[config.mk]
export PLATFORM = sky130hd
export DESIGN_NAME = mem_port_arbiter
export DESIGN_NICKNAME = d
export VERILOG_FILES = /design/src/rtl/mem_port_arbiter.sv
export SDC_FILE = /design/constraint.sdc
export NUM_CORES = 1
export LEC_CHECK = 0
export CAP_MARGIN = 30
export CORE_AREA = 2 2 108 110
export CTS_BUF_LIST = sky130_fd_sc_hd__clkbuf_4 sky130_fd_sc_hd__clkbuf_8
export CTS_CLUSTER_SIZE = 8
export DETAILED_ROUTE_END_ITERATION = 7
export DIE_AREA = 0 0 110 112
export DONT_BUFFER_PORTS = 1
export HOLD_SLACK_MARGIN = 0.15
export MAX_ROUTING_LAYER = met4
export PLACE_DENSITY = 0.69
export SYNTH_ARGS = -nofsm -noshare
export SYNTH_HDL_FRONTEND = slang
export SYNTH_SLANG_ARGS = --single-unit
[constraint.sdc]
create_clock -name clk -period 6.88 [get_ports clk]
set_clock_uncertainty 0.1 [all_clocks]
set_input_delay 2.064 -clock clk [delete_from_list [all_inputs] [get_ports clk]]
set_output_delay 2.064 -clock clk [all_outputs]
set_load 0.02 [all_outputs]
[src/rtl/mem_port_arbiter.sv]
// mem_port_arbiter
//   Lets the CPU instruction-fetch port and the load/store port share one
//   single-port memory. At most one access is outstanding. The data port has
//   priority, but the instruction port always wins once the data port has
//   taken STARVE_LIMIT grants in a row while instruction was waiting. A
//   timeout counter turns a hung memory into an error response on the owning
//   port.
//
// Ports
//   clk, rst             clock (rising edge), synchronous active-low reset
//   i_req/i_addr         instruction read request
//   i_ready              same-cycle accept pulse for the instruction port
//   i_rvalid/i_rdata/i_err  instruction response (err = timed out)
//   d_req/d_we/d_addr/d_wdata  data request (d_we==0 is a load)
//   d_ready              same-cycle accept pulse for the data port
//   d_rvalid/d_rdata/d_err  data response / store ack (err = timed out)
//   mem_req/mem_addr/mem_we/mem_wdata  registered memory request
//   mem_gnt/mem_rvalid/mem_rdata       memory handshake and read data
//   owner_o              owner of the current access: 0 = instr, 1 = data
module mem_port_arbiter #(
  parameter int ADDR_WIDTH     = 32,
  parameter int DATA_WIDTH     = 32,
  parameter int STARVE_LIMIT   = 4,
  parameter int TIMEOUT_CYCLES = 255
) (
  input  logic                    clk,
  input  logic                    rst,
  input  logic                    i_req,
  input  logic [ADDR_WIDTH-1:0]   i_addr,
  output logic                    i_ready,
  output logic                    i_rvalid,
  output logic [DATA_WIDTH-1:0]   i_rdata,
  output logic                    i_err,
  input  logic                    d_req,
  input  logic [DATA_WIDTH/8-1:0] d_we,
  input  logic [ADDR_WIDTH-1:0]   d_addr,
  input  logic [DATA_WIDTH-1:0]   d_wdata,
  output logic                    d_ready,
  output logic                    d_rvalid,
  output logic [DATA_WIDTH-1:0]   d_rdata,
  output logic                    d_err,
  output logic                    mem_req,
  output logic [ADDR_WIDTH-1:0]   mem_addr,
  output logic [DATA_WIDTH/8-1:0] mem_we,
  output logic [DATA_WIDTH-1:0]   mem_wdata,
  input  logic                    mem_gnt,
  input  logic                    mem_rvalid,
  input  logic [DATA_WIDTH-1:0]   mem_rdata,
  output logic                    owner_o
);

  localparam int BW = DATA_WIDTH / 8;
  localparam int SW = $clog2(STARVE_LIMIT + 1);
  localparam int TW = $clog2(TIMEOUT_CYCLES);

  typedef enum logic [1:0] {IDLE, REQ, RESP} state_t;

  state_t          state_q;
  logic [SW-1:0]   streak_q;
  logic [TW-1:0]   timer_q;

  logic idle_ok, starved, grant_d, grant_i, timeout;

  // Arbitration is combinational so the winner's ready pulses in the IDLE
  // cycle that sees the request; held off entirely while reset is asserted.
  assign idle_ok = rst & (state_q == IDLE);
  assign starved = (streak_q == SW'(STARVE_LIMIT));
  assign grant_d = idle_ok & d_req & ~(i_req & starved);
  assign grant_i = idle_ok & i_req & ~grant_d;
  assign i_ready = grant_i;
  assign d_ready = grant_d;

  // The timer reaches TIMEOUT_CYCLES-1 on the edge that aborts, so REQ+RESP
  // last TIMEOUT_CYCLES-1 cycles at most. Abort beats a same-cycle gnt/rvalid.
  assign timeout = (state_q != IDLE) & (timer_q == TW'(TIMEOUT_CYCLES - 2));

  always_ff @(posedge clk) begin
    if (!rst) begin
      state_q   <= IDLE;
      streak_q  <= '0;
      timer_q   <= '0;
      mem_req   <= 1'b0;
      mem_addr  <= '0;
      mem_we    <= '0;
      mem_wdata <= '0;
      owner_o   <= 1'b0;
      i_rvalid  <= 1'b0;
      i_err     <= 1'b0;
      i_rdata   <= '0;
      d_rvalid  <= 1'b0;
      d_err     <= 1'b0;
      d_rdata   <= '0;
    end else begin
      // response strobes are single-cycle pulses
      i_rvalid <= 1'b0;
      i_err    <= 1'b0;
      d_rvalid <= 1'b0;
      d_err    <= 1'b0;
      case (state_q)
        IDLE: begin
          if (grant_i | grant_d) begin
            state_q   <= REQ;
            timer_q   <= '0;
            mem_req   <= 1'b1;
            owner_o   <= grant_d;
            mem_addr  <= grant_d ? d_addr  : i_addr;
            mem_we    <= grant_d ? d_we    : {BW{1'b0}};
            mem_wdata <= grant_d ? d_wdata : {DATA_WIDTH{1'b0}};
            // streak counts data grants that made a waiting fetch wait longer
            if (grant_d & i_req)
              streak_q <= starved ? streak_q : streak_q + SW'(1);
            else
              streak_q <= '0;
          end
        end
        REQ, RESP: begin
          timer_q <= timer_q + TW'(1);
          if (timeout) begin
            state_q <= IDLE;
            mem_req <= 1'b0;
            if (owner_o) begin
              d_rvalid <= 1'b1;
              d_err    <= 1'b1;
              d_rdata  <= '0;
            end else begin
              i_rvalid <= 1'b1;
              i_err    <= 1'b1;
              i_rdata  <= '0;
            end
          end else if (state_q == REQ) begin
            if (mem_gnt) begin
              state_q <= RESP;
              mem_req <= 1'b0;
            end
          end else if (mem_rvalid) begin
            state_q <= IDLE;
            if (owner_o) begin
              d_rvalid <= 1'b1;
              d_rdata  <= mem_rdata;
            end else begin
              i_rvalid <= 1'b1;
              i_rdata  <= mem_rdata;
            end
          end
        end
        default: state_q <= IDLE;
      endcase
    end
  end

endmodule
Word level (Yosys, flattened, before mapping)
Cells that the tools add are included.
Cells by class
  add/subtract/negate cells: 2
  equal/unequal tests: 14
  multiplexer cells: 36
  bitwise operators: 11
  reduce and logical (&&, ||, !) cells: 15
Operators by type and width (count)
  32-bit two-way mux: 12
  8-bit case mux with 2 select lines: 1
  1-bit two-way mux: 12
  2-bit two-way mux: 5
  5-bit AND reduction: 2
  3-bit AND reduction: 3
  8-bit by 1-bit adder with 8-bit output, second input constant: 1
  1-bit AND: 8
  8-bit equality test, second input constant: 1
  8-bit two-way mux: 1
  2-bit != test, second input constant: 4
  4-bit != test, second input constant: 2
  2-bit nonzero test: 4
  3-bit two-way mux: 2
  3-bit != test, second input constant: 2
  2-bit AND reduction: 3
  4-bit two-way mux: 1
  2-bit by 1-bit != test with 1-bit output, second input constant: 2
  2-bit case mux with 2 select lines: 1
  4-bit AND reduction: 1
  3-bit by 1-bit adder with 3-bit output, second input constant: 1
  3-bit equality test, second input constant: 1
  2-bit by 1-bit equality test with 1-bit output, second input constant: 1
  2-bit equality test, second input constant: 1
  5 further kinds: 6
Word-level totals
  flip-flop bits (word level): 151
  bits of input ports: 138
  word-level logic and storage cells: 92

Depth between registers and ports, before layout
  depth in word-level cells: 9
  mapped depth: 9
  mapped depth without buffers: 6

Least setup slack after synthesis
No wires, ideal clock.
  path type: input port to output port
  from: input i_req
  to: output i_ready
  arrival: 3.367 ns
  setup slack: 1.349 ns
  stages: 5
  path through: clkbuf_1 > a31oi_1 > buf_2 > clkbuf_1 > nor2_1
Between the ends
  cells in the longest elaborated chain, start to end: 5
  elaborated cells between the ends (all ways): 6
  those cells by class: 6 x bitwise
Ends and longest elaborated chain
  start, declared: line 28  | input logic i_req,
  1-bit AND: line 68  | assign grant_d = idle_ok & d_req & ~(i_req & starved);
  1-bit inverter: line 68
  1-bit AND: line 68
  named net d_ready: line 38  | output logic d_ready,
  1-bit inverter: line 69  | assign grant_i = idle_ok & i_req & ~grant_d;
  1-bit AND: line 69
  end, declared: line 30  | output logic i_ready,
The timed path passes the listed nets, and every way through them passes these cells.

Final worst setup path
  from: input rst
  to: output d_ready
Between the ends
  cells in the longest elaborated chain, start to end: 3
Ends and longest elaborated chain
  start, declared: line 27  | input logic rst,
  1-bit AND: line 66  | assign idle_ok = rst & (state_q == IDLE);
  1-bit AND (2 in series): line 68
  end, declared: line 38
No other way between the ends.

==> impl_metrics.toml <==
[logic_synthesis]
yosysMostFrequentCell = "dfxtp_1"
synth-edff-count = 0
ys_types = 37
yosys.area_share.simple = 0.128
synth_fa_ha_area_frac = 0.0187
synth_xor_xnor_area_share = 0.00874
async_flop_share = 0
netlist_area_mm2 = 0.00601
synthMuxAreaShare = 0.161
synth_top_area_share = 0.503
synth_commonest_cells = "151 x dfxtp_1, 97 x mux2i_1, 77 x nand2_1"
synthTopCellsByArea = "dfxtp_1 50%, mux2i_1 16%, nand2_1 4.8%"
synth.net_count = 778
yosysSeqAreaShare = 0.503
ys_ff_latch = 151
yosys_warnings = 0
synth_area_leader_cell = "dfxtp_1"
synth_compound_area_frac = 0.128
synth-main-ff-cell = "dfxtp_1"
synth_top_family_by_area = "multiplexers"
avgSynthCellArea_um2 = 9.53
synth_cells = 631

[global_route]
grt_pass1_vias = 4285
grt-busiest-layer = "met2"
grt_pass1_wl_um = 21100
globalRouteMet2Util = 0.364
grt_overflow = 0
grt_max_degree = 140
met3_usage = 0.0790
met1_usage = 0.253
antenna_found_initial = 0
grtUsageTotal = 0.227

[drt]
drc = 0
initialDrtViolationCount = 354
route.detailed.wl_per_inst_um = 18.3
vias = 4482
ant_nets = 0
avgViaCountPerCell = 5.91
first_pass_iters = 5
wl_um = 13900

[pwr]
vdd_drop_max_mv = 0.199
p_leak_nw = 2.46
power_density_mw_per_mm2 = 336

[setup_path]
crit_fanout = 139
endpoint_kind = "primary output"
r2r-end = "state_q[0]"
r2r_cells = 7
crit_arrival_ps = 2970
r2r-start = "state_q[0]"
crit_path_max_incr_delay_ps = 460
cp-start-kind = "primary input"
crit_path_top_delay_cell = "buf_4"
critPathKind = "primary input to primary output"
cp.required_ps = 4720
cp_cell_sequence = "nand3_1, a31oi_4, buf_4"
reg2reg_setup_slack_ps = 4250

[final_layout]
syn2layout_area_growth_pct = 6.03
fin_nets = 750
drive_gt1_frac = 0.0698
final_cells = 759
diodes = 0

[sta]
maxSlewViolCount = 0
period_share = 0.746
min_period_ps = 5140
finalSetupTns_ps = 0
relSlewSlack = 0.350
tightest_slew_ps = 974
timing.fmax_mhz = 195
rsz0062_at_grt = "no"
hold_viol_final = 0
setup_viol = 0

[cts]
htree_levels = 4
cts_buffers = 17
ctsRootBufferMaster = "clkbuf_8"
tritoncts = "yes"
clk_path_buf_depth = 2
post_cts_resized = 0
path_clk_slew_ps = 80
clk_latency_ps = 430
cts_setup_buffers = 0
cts_sinks = 151
hold_buffers = 0

[floorplan]
core_area_mm2 = 0.0112
initial_core_util = 0.538
fp.dieArea_mm2 = 0.0123
num_rows = 39
die_h_um = 112
io_pins = 278
die_w_um = 110

[placed_design]
dp_cells = 727
gp_congestion = 0.789
place_hpwl_um = 9510
io_buffers = 0

[run_status]
status = "finished clean"

[worst_hold_path]
hold_path.startpoint = "state_q[0]"
min_to = "state_q[0]"
hold-path-cell-count = 2
hold_class = "register to register"

[run]
maxCapViolCount = 0
-- worst max-delay path by stage --
| stage | slack [ps] | to | from | cells after the start |
|---|---|---|---|---|
| 2_1_floorplan | 1350 | i_ready | i_req | 5 |
| 3_3_place_gp | 1880 | d_ready | rst | 3 |
| 3_5_place_dp | 1870 | d_ready | rst | 3 |
| 4_1_cts | 1860 | d_ready | rst | 3 |
| 5_1_grt | 1720 | d_ready | rst | 3 |
| 6_report | 1740 | d_ready | rst | 3 |
-- state kept, by name, indices dropped and copies added, names as in the netlist, 2 cells and up --
| name | count |
|---|---|
| d_rdata | 32 |
| i_rdata | 32 |
| mem_addr | 32 |
| mem_wdata | 32 |
| timer_q | 8 |
| mem_we | 4 |
| streak_q | 3 |
| state_q | 2 |
-- cell usage in the layout, fill, tap and decap left out, types with 2 or more instances in the layout --
cell type and n:
buf_4 6, nand3b_1 3, o21ai_0 32, inv_1 10
clkinv_2 4, mux2i_1 97, nand4b_1 2, a21oi_1 41
nand2_1 77, a22oi_1 37, nand3_1 40, clkinvlp_4 2
nand2b_1 2, o211ai_1 2, clkbuf_8 19, nor2_1 47
xnor2_1 6, o22ai_1 2, ha_1 9, nor3_1 2
bufinv_16 2, inv_6 3, a211oi_1 4, dfxtp_1 151
clkbuf_4 2
-- logic make-up (layout without fill, tap and decap cells) --
| logic type | after synthesis | count (layout) |
|---|---|---|
| buffers and inverters | 64 | 49 |
| adder cells (fa/ha/maj) | 9 | 9 |
| AO/OA/AOI/OAI | 125 | 125 |
| multiplexers | 97 | 97 |
| XOR/XNOR | 6 | 6 |
| flip-flops | 151 | 151 |
| AND/OR/NAND/NOR | 179 | 179 |
-- critical path: cells and delay by family --
family / cells / cell delay, ps
buffers and inverters: 1 / 460
AO/OA/AOI/OAI: 1 / 200
AND/OR/NAND/NOR: 1 / 140
-- routing by layer --
metal  part of all wire  vias up
met1               0.39     2081
met3              0.094       25
met4              0.022        0
met2               0.50      235
li1                   -     2141
met5                  0        -
-- stage by stage --
step | utilization | area [um^2] | hold slack [ps] | worst slack (ps) | power (W)
after global placement | 0.535 | 5980 | 383 | 1880 | 0.00147
after floorplan | - | 6010 | 354 | 1350 | 0.00144
final | 0.571 | 6380 | 426 | 1740 | 0.00214
after detailed placement | 0.535 | 5980 | 415 | 1870 | 0.00149
after CTS | 0.571 | 6380 | 428 | 1860 | 0.00216
after global routing | 0.571 | 6380 | 449 | 1720 | 0.00225
-- layout make-up --
cell class / count / area [um^2]
flip-flops and latches: 151 / 3020
clock inverters: 11 / 121
clock buffers: 21 / 277
inverters: 11 / 41.3
multi-input cells: 416 / 2690
well taps: 143 / 179
fillers: 977 / 4800
repair buffers: 6 / 45.0
-- report_power, final --
group          leakage (nW)  switching (W)  internal [W]  total, W
logic                  1.03       0.000197      0.000129  0.000326
clock network         0.204       0.000326      0.000351  0.000676
registers              1.23       0.000173      0.000965   0.00114
No activity file was read; power rests on OpenSTA's default activity.
